`config.mk`:
```
export PLATFORM = sky130hd
export DESIGN_NAME = adc_frame_ctrl
export DESIGN_NICKNAME = d
export VERILOG_FILES = /design/src/rtl/adc_frame_pkg.sv /design/src/rtl/adc_frame_ctrl_bit_cnt.sv /design/src/rtl/adc_frame_ctrl.sv
export SDC_FILE = /design/constraint.sdc
export NUM_CORES = 1
export LEC_CHECK = 0
export ABC_AREA = 1
export CAP_MARGIN = 5
export CORE_MARGIN = 1
export CORE_UTILIZATION = 49
export CTS_CLUSTER_SIZE = 25
export DETAILED_ROUTE_END_ITERATION = 8
export PLACE_DENSITY_LB_ADDON = 0.1
export REMOVE_ABC_BUFFERS = 1
export SETUP_SLACK_MARGIN = 0.5
export SYNTH_ARGS = -nofsm -noshare
export SYNTH_HDL_FRONTEND = slang
export SYNTH_SLANG_ARGS = --single-unit
```
`constraint.sdc`:
```
create_clock -name clk_i -period 2.2 [get_ports clk_i]
set_clock_uncertainty 0.05 [all_clocks]
set_input_delay 0.55 -clock clk_i [delete_from_list [all_inputs] [get_ports clk_i]]
set_output_delay 0.55 -clock clk_i [all_outputs]
set_load 0.005 [all_outputs]
```
`src/rtl/adc_frame_pkg.sv`:
```
// Shared types and constants for the serial ADC frame sequencer.
// Build option: ADC_FRAME_CONT_EN (see adc_frame_ctrl).
package adc_frame_pkg;

    // Frame sequencer states
    typedef enum logic [1:0] {
        IDLE  = 2'd0,
        SETUP = 2'd1,
        SHIFT = 2'd2,
        DONE  = 2'd3
    } state_t;

    // Opcodes understood by bit_cnt
    localparam logic [1:0] CNT_HOLD = 2'b00;
    localparam logic [1:0] CNT_INC  = 2'b01;
    localparam logic [1:0] CNT_CLR  = 2'b10;

endpackage

```
`src/rtl/adc_frame_ctrl_bit_cnt.sv`:
```
// Up-counter with hold/increment/clear opcode, used to count dclk rises.
module bit_cnt
    import adc_frame_pkg::*;
#(
    parameter int Width = 5
) (
    input  logic             clk,
    input  logic             rst_n,
    input  logic [1:0]       op,
    output logic [Width-1:0] count
);

    // Apply the opcode; the reserved code 2'b11 behaves as hold
    always_ff @(posedge clk or negedge rst_n) begin
        if (!rst_n) begin
            count <= {Width{1'b0}};
        end else begin
            case (op)
                CNT_INC:  count <= count + {{(Width-1){1'b0}}, 1'b1};
                CNT_CLR:  count <= {Width{1'b0}};
                CNT_HOLD: count <= count;
                default:  count <= count;
            endcase
        end
    end

endmodule

```
`src/rtl/adc_frame_ctrl.sv`:
```
// Serial ADC read-frame sequencer: chip select, dclk generation, MSB-first
// capture of NBits serial bits and a one-cycle valid pulse per frame.
// Build option: define ADC_FRAME_CONT_EN to add cont_i (free-running frames).
module adc_frame_ctrl
    import adc_frame_pkg::*;
#(
    parameter int NBits    = 25,
    parameter int HalfDiv  = 2,
    parameter int SetupCyc = 4
) (
    input  logic             clk_i,
    input  logic             rst_ni,
    input  logic             start_i,
    input  logic             abort_i,
    input  logic             sdata_i,
`ifdef ADC_FRAME_CONT_EN
    input  logic             cont_i,
`endif
    output logic             cs_n_o,
    output logic             dclk_o,
    output logic             busy_o,
    output logic             valid_o,
    output logic [NBits-1:0] data_o
);

    localparam int CntW = $clog2(NBits + 1);
    localparam int DivW = (HalfDiv > 1) ? $clog2(HalfDiv) : 1;
    localparam int SetW = (SetupCyc > 1) ? $clog2(SetupCyc) : 1;

    localparam logic [CntW-1:0] BitsLast  = CntW'(NBits);
    localparam logic [DivW-1:0] DivLast   = DivW'(HalfDiv - 1);
    localparam logic [SetW-1:0] SetupLast = SetW'(SetupCyc - 1);

    state_t             state_r, state_s;
    logic [DivW-1:0]    div_r, div_s;
    logic [SetW-1:0]    setup_r, setup_s;
    logic               dclk_r, dclk_s;
    logic [NBits-1:0]   shift_r, shift_s;
    logic [1:0]         cnt_op_s;
    logic [CntW-1:0]    bit_count_s;
    logic               restart_s;
    logic               cs_n_r, busy_r, valid_r;
    logic [NBits-1:0]   data_r;

    // DONE re-enters SETUP on start, or on cont_i when continuous mode is built in
`ifdef ADC_FRAME_CONT_EN
    assign restart_s = start_i | cont_i;
`else
    assign restart_s = start_i;
`endif

    bit_cnt #(.Width(CntW)) u_bit_cnt (
        .clk   (clk_i),
        .rst_n (rst_ni),
        .op    (cnt_op_s),
        .count (bit_count_s)
    );

    // Next-state logic for the sequencer, divider, setup timer and shifter
    always_comb begin
        state_s  = state_r;
        div_s    = div_r;
        setup_s  = setup_r;
        dclk_s   = dclk_r;
        shift_s  = shift_r;
        cnt_op_s = CNT_HOLD;
        if (abort_i) begin
            state_s  = IDLE;
            div_s    = {DivW{1'b0}};
            setup_s  = {SetW{1'b0}};
            dclk_s   = 1'b0;
            cnt_op_s = CNT_CLR;
        end else begin
            case (state_r)
                IDLE: begin
                    div_s   = {DivW{1'b0}};
                    setup_s = {SetW{1'b0}};
                    dclk_s  = 1'b0;
                    if (start_i) begin
                        state_s = SETUP;
                    end else begin
                        state_s = IDLE;
                    end
                end
                SETUP: begin
                    if (setup_r == SetupLast) begin
                        state_s = SHIFT;
                        setup_s = {SetW{1'b0}};
                        div_s   = {DivW{1'b0}};
                    end else begin
                        setup_s = setup_r + {{(SetW-1){1'b0}}, 1'b1};
                    end
                end
                SHIFT: begin
                    if (div_r == DivLast) begin
                        div_s = {DivW{1'b0}};
                        if (!dclk_r) begin
                            // Rising dclk edge: capture the bit and count it
                            dclk_s   = 1'b1;
                            shift_s  = {shift_r[NBits-2:0], sdata_i};
                            cnt_op_s = CNT_INC;
                        end else if (bit_count_s == BitsLast) begin
                            dclk_s  = 1'b0;
                            state_s = DONE;
                        end else begin
                            dclk_s = 1'b0;
                        end
                    end else begin
                        div_s = div_r + {{(DivW-1){1'b0}}, 1'b1};
                    end
                end
                DONE: begin
                    cnt_op_s = CNT_CLR;
                    if (restart_s) begin
                        state_s = SETUP;
                    end else begin
                        state_s = IDLE;
                    end
                end
                default: begin
                    state_s  = IDLE;
                    cnt_op_s = CNT_CLR;
                end
            endcase
        end
    end

    // Sequencer state, counters and shifter
    always_ff @(posedge clk_i or negedge rst_ni) begin
        if (!rst_ni) begin
            state_r <= IDLE;
            div_r   <= {DivW{1'b0}};
            setup_r <= {SetW{1'b0}};
            dclk_r  <= 1'b0;
            shift_r <= {NBits{1'b0}};
        end else begin
            state_r <= state_s;
            div_r   <= div_s;
            setup_r <= setup_s;
            dclk_r  <= dclk_s;
            shift_r <= shift_s;
        end
    end

    // Registered outputs decoded from the next state so they align with it
    always_ff @(posedge clk_i or negedge rst_ni) begin
        if (!rst_ni) begin
            cs_n_r  <= 1'b1;
            busy_r  <= 1'b0;
            valid_r <= 1'b0;
            data_r  <= {NBits{1'b0}};
        end else begin
            cs_n_r  <= !((state_s == SETUP) || (state_s == SHIFT));
            busy_r  <= (state_s == SETUP) || (state_s == SHIFT);
            valid_r <= (state_s == DONE);
            if (state_s == DONE) begin
                data_r <= shift_r;
            end
        end
    end

    assign cs_n_o  = cs_n_r;
    assign dclk_o  = dclk_r;
    assign busy_o  = busy_r;
    assign valid_o = valid_r;
    assign data_o  = data_r;

endmodule
```
==> summary.md <==
| Metric | Value |
|---|---|
| Worst Path Max Fanout | `7` |
| IO Count | `34` |
| Fin nets | `332` |
| RR Endpoint | `data_o[2]` |
| Final Cell Area | `3670 µm²` |
| Worst skew pair latency | `330 ps` |
| Worst EP required | `2370 ps` |
| Final slew viol count | `0` |
| CTS tree | `done` |
| CP startpoint kind | `flop` |
| Antenna-violating nets left | `0` |
| MaxCap Viol Count | `0` |
| Unrepaired setup endpoints after global routing | `true` |
| Synth top area cells | `dfrtp_1 (58%), o21ai_2 (5.1%), nand2_1 (5.0%)` |
| # rows | `26` |
| H-tree levels | `3` |
| Overflow after GRT | `0` |
| Post-synthesis sequential area ratio | `0.5890` |
| Tot GR Track Use | `0.1824` |
| Worst Tran Pin Value | `445.6 ps` |
| Clock buffer depth | `2` |
| Number of port buffers | `33` |
| Reg-to-Reg Start | `state_r[0]` |
| Area grow syn2layout | `34.85%` |
| Max Clock Freq | `about 500 MHz` |
| Reg2reg setup slack | `around 180 ps` |
| Die X | `approximately 77 µm` |
| Synth top area share | `0.5793` |
| Commonest non-fill, non-tap cells in the layout | `dfrtp_1 (61), nand2_1 (34), inv_1 (30)` |
| Total number of vias | `1,876` |
| Final hold violation count | `0` |
| Clk slew on worst S/H paths | `60 ps` |
| Period utilization | `0.9167` |
| # setup viols final | `0` |
| Core footprint | `5238 µm²` |
| CP Capture Type | `flop` |
| Final worst slack | `183.3 ps` |
| Root Buffer | `clkbuf_8` |
| Min cycle time layout | `2017 ps` |
| Syn. warnings | `0` |
| Setup slack at placement | `-207.3 ps` |
| Leading area contributor after synthesis | `dfrtp_1` |
| Worst Path Arrival | `2180 ps` |
| Average wire per standard cell | `12.92 µm` |
| Hold Path Class | `in2async` |
| Gpl congestion | `0.8035` |
| Drt first-iter violations | `60` |
| Mapped Cells | `roughly 260` |
| End of the critical path | `data_o[2]` |
| Layout cell share with drive strength beyond 1 | `0.3602` |
| Antenna cells | `0` |
| Drt first pass iters | `5` |
| Via/cell ratio | `4.786` |
| Height of the die | `76.53 µm` |
| Final wirelength | `approximately 5100 µm` |
| Pin count of the biggest net entering global routing | `between 60 and 70` |
| Most common cell after layout, fill and taps aside | `dfrtp_1` |
| Detailed-route DRC error count | `0` |
| Filler cells | `424` |
| Area after DPL | `3188 µm²` |
| Dpl cells | `367` |
| Global-route wire length before repair | `8204 µm` |
| Flop and latch count out of synthesis | `between 60 and 70` |
| Crit. Startpoint | `state_r[0]` |
| Die Footprint | `5856 µm²` |
| Num Clock Sinks | `64` |
| Dpl hpwl | `2924 µm` |
| Post-Layout Cell Count | `392` |
| Yosys cell types | `24` |
| Outcome | `finished clean` |
| CTS buffer count | `9` |
| Max-slew headroom | `0.7029` |
| CTS Hold Bufs | `0` |
| Starting Density | `0.5196` |
| Number of global-route vias before repair | `1,861` |
| P per Cell Area | `between 600 and 700 nW/µm²` |
| FF-to-FF path depth | `8` |
| Lkg Pwr | `1.892 nW` |
| Peak supply drop | `0.4990 mV` |
| Post-Syn Area | `2721 µm²` |
| Initial antenna violation count | `0` |
| Syn_area_per_cell | `between 10 and 15 µm²` |
| WS Path Type | `reg2reg` |
-- metrics by stage --
step           power [W]  TNS [ps]  hold slack [ps]  utilization
2_1_floorplan   0.001352     -7201            204.4            -
3_3_place_gp    0.001458     -3647            409.6       0.6087
3_5_place_dp    0.001463     -4281            418.3       0.6087
4_1_cts         0.002348         0            178.2       0.6546
5_1_grt         0.002470         0            194.4       0.7007
6_report        0.002356         0            162.0       0.7007
-- how the worst min path moves through the flow --
stage | start | end | slack (ps) | cells past startpoint
after detailed placement | shift_r[23] | shift_r[23] | 420 | 2
after global placement | setup_r[1] | setup_r[1] | 410 | 2
final | rst_ni | div_r | 160 | 2
after floorplan | rst_ni | busy_o | 200 | 0
after CTS | rst_ni | data_o[13] | 180 | 2
after global routing | rst_ni | u_bit_cnt.count[1] | 190 | 2
-- metal layers --
layer	part of all wire	track usage	wire [µm]	vias up
li1	-	-	-	945
met1	0.47	0.2294	2402	893
met2	0.47	0.2874	2398	28
met3	0.028	0.03473	143	10
met4	0.024	0.1212	120	0
met5	0	0	0	-
-- final cells by class --
| class | instances | area [µm²] | area share |
|---|---|---|---|
| clock buffers | 12 | 145.1 | 0.03955 |
| repair buffers | 57 | 566.8 | 0.1544 |
| well taps | 70 | 87.58 | 0.02387 |
| clock inverters | 4 | 22.52 | 0.006137 |
| multi-input cells | 152 | 1119 | 0.3048 |
| inverters | 33 | 123.9 | 0.03375 |
| flip-flops and latches | 64 | 1605 | 0.4374 |
-- critical path: stages, from the launching register on --
cell       delay (ps)
dfrtp_2           430
ha_1              230
nor2_2            160
a31o_2            120
inv_1              40
a21oi_2           130
ha_2              250
clkbuf_16         190
mux2_4            300
-- cells by family after synthesis --
logic type	Yosys count	synth area share
fa+ha+maj	10	0.04598
simple gates	79	0.1195
xor+xnor	1	0.003219
mux	8	0.03310
buf+inv	43	0.07632
flops	64	0.5890
compound gates	54	0.1329
-- cells in the mapped netlist --
| master | count |
|---|---|
| a31o_2 | 1 |
| buf_4 | 1 |
| o21ai_1 | 4 |
| nor3_1 | 1 |
| nand3_1 | 5 |
| and3_1 | 1 |
| o21ai_2 | 16 |
| buf_2 | 4 |
| nand2_1 | 36 |
| nor2_1 | 33 |
| buf_6 | 5 |
| xor2_1 | 1 |
| mux2_2 | 8 |
| o21ai_0 | 4 |
| inv_1 | 33 |
| nor2_2 | 1 |
| dfrtp_1 | 63 |
| nand3_4 | 1 |
| ha_1 | 10 |
| o22ai_1 | 1 |
| a21oi_2 | 7 |
| or2_2 | 1 |
| dfstp_2 | 1 |
| a21oi_1 | 21 |
-- state kept, by name (all words and copies together), names as in the netlist --
name	count
data_o	25
shift_r	25
u_bit_cnt.count	5
setup_r	2
state_r	2
busy_o	1
cs_n_o	1
dclk_o	1
div_r	1
valid_o	1
-- report_power, final --
part,internal (W),switching (W)
logic,0.000116,0.000125
registers,0.00122,0.0000346
clock network,0.000434,0.000428
-- what timing repair did --
item	CTS	global route
setup buffers	8	0
gates cloned	0	1
pin swaps	1	16
endpoints found under the setup margin	85	32
resized for setup	44	60
Power figures use the tool's default switching activity.
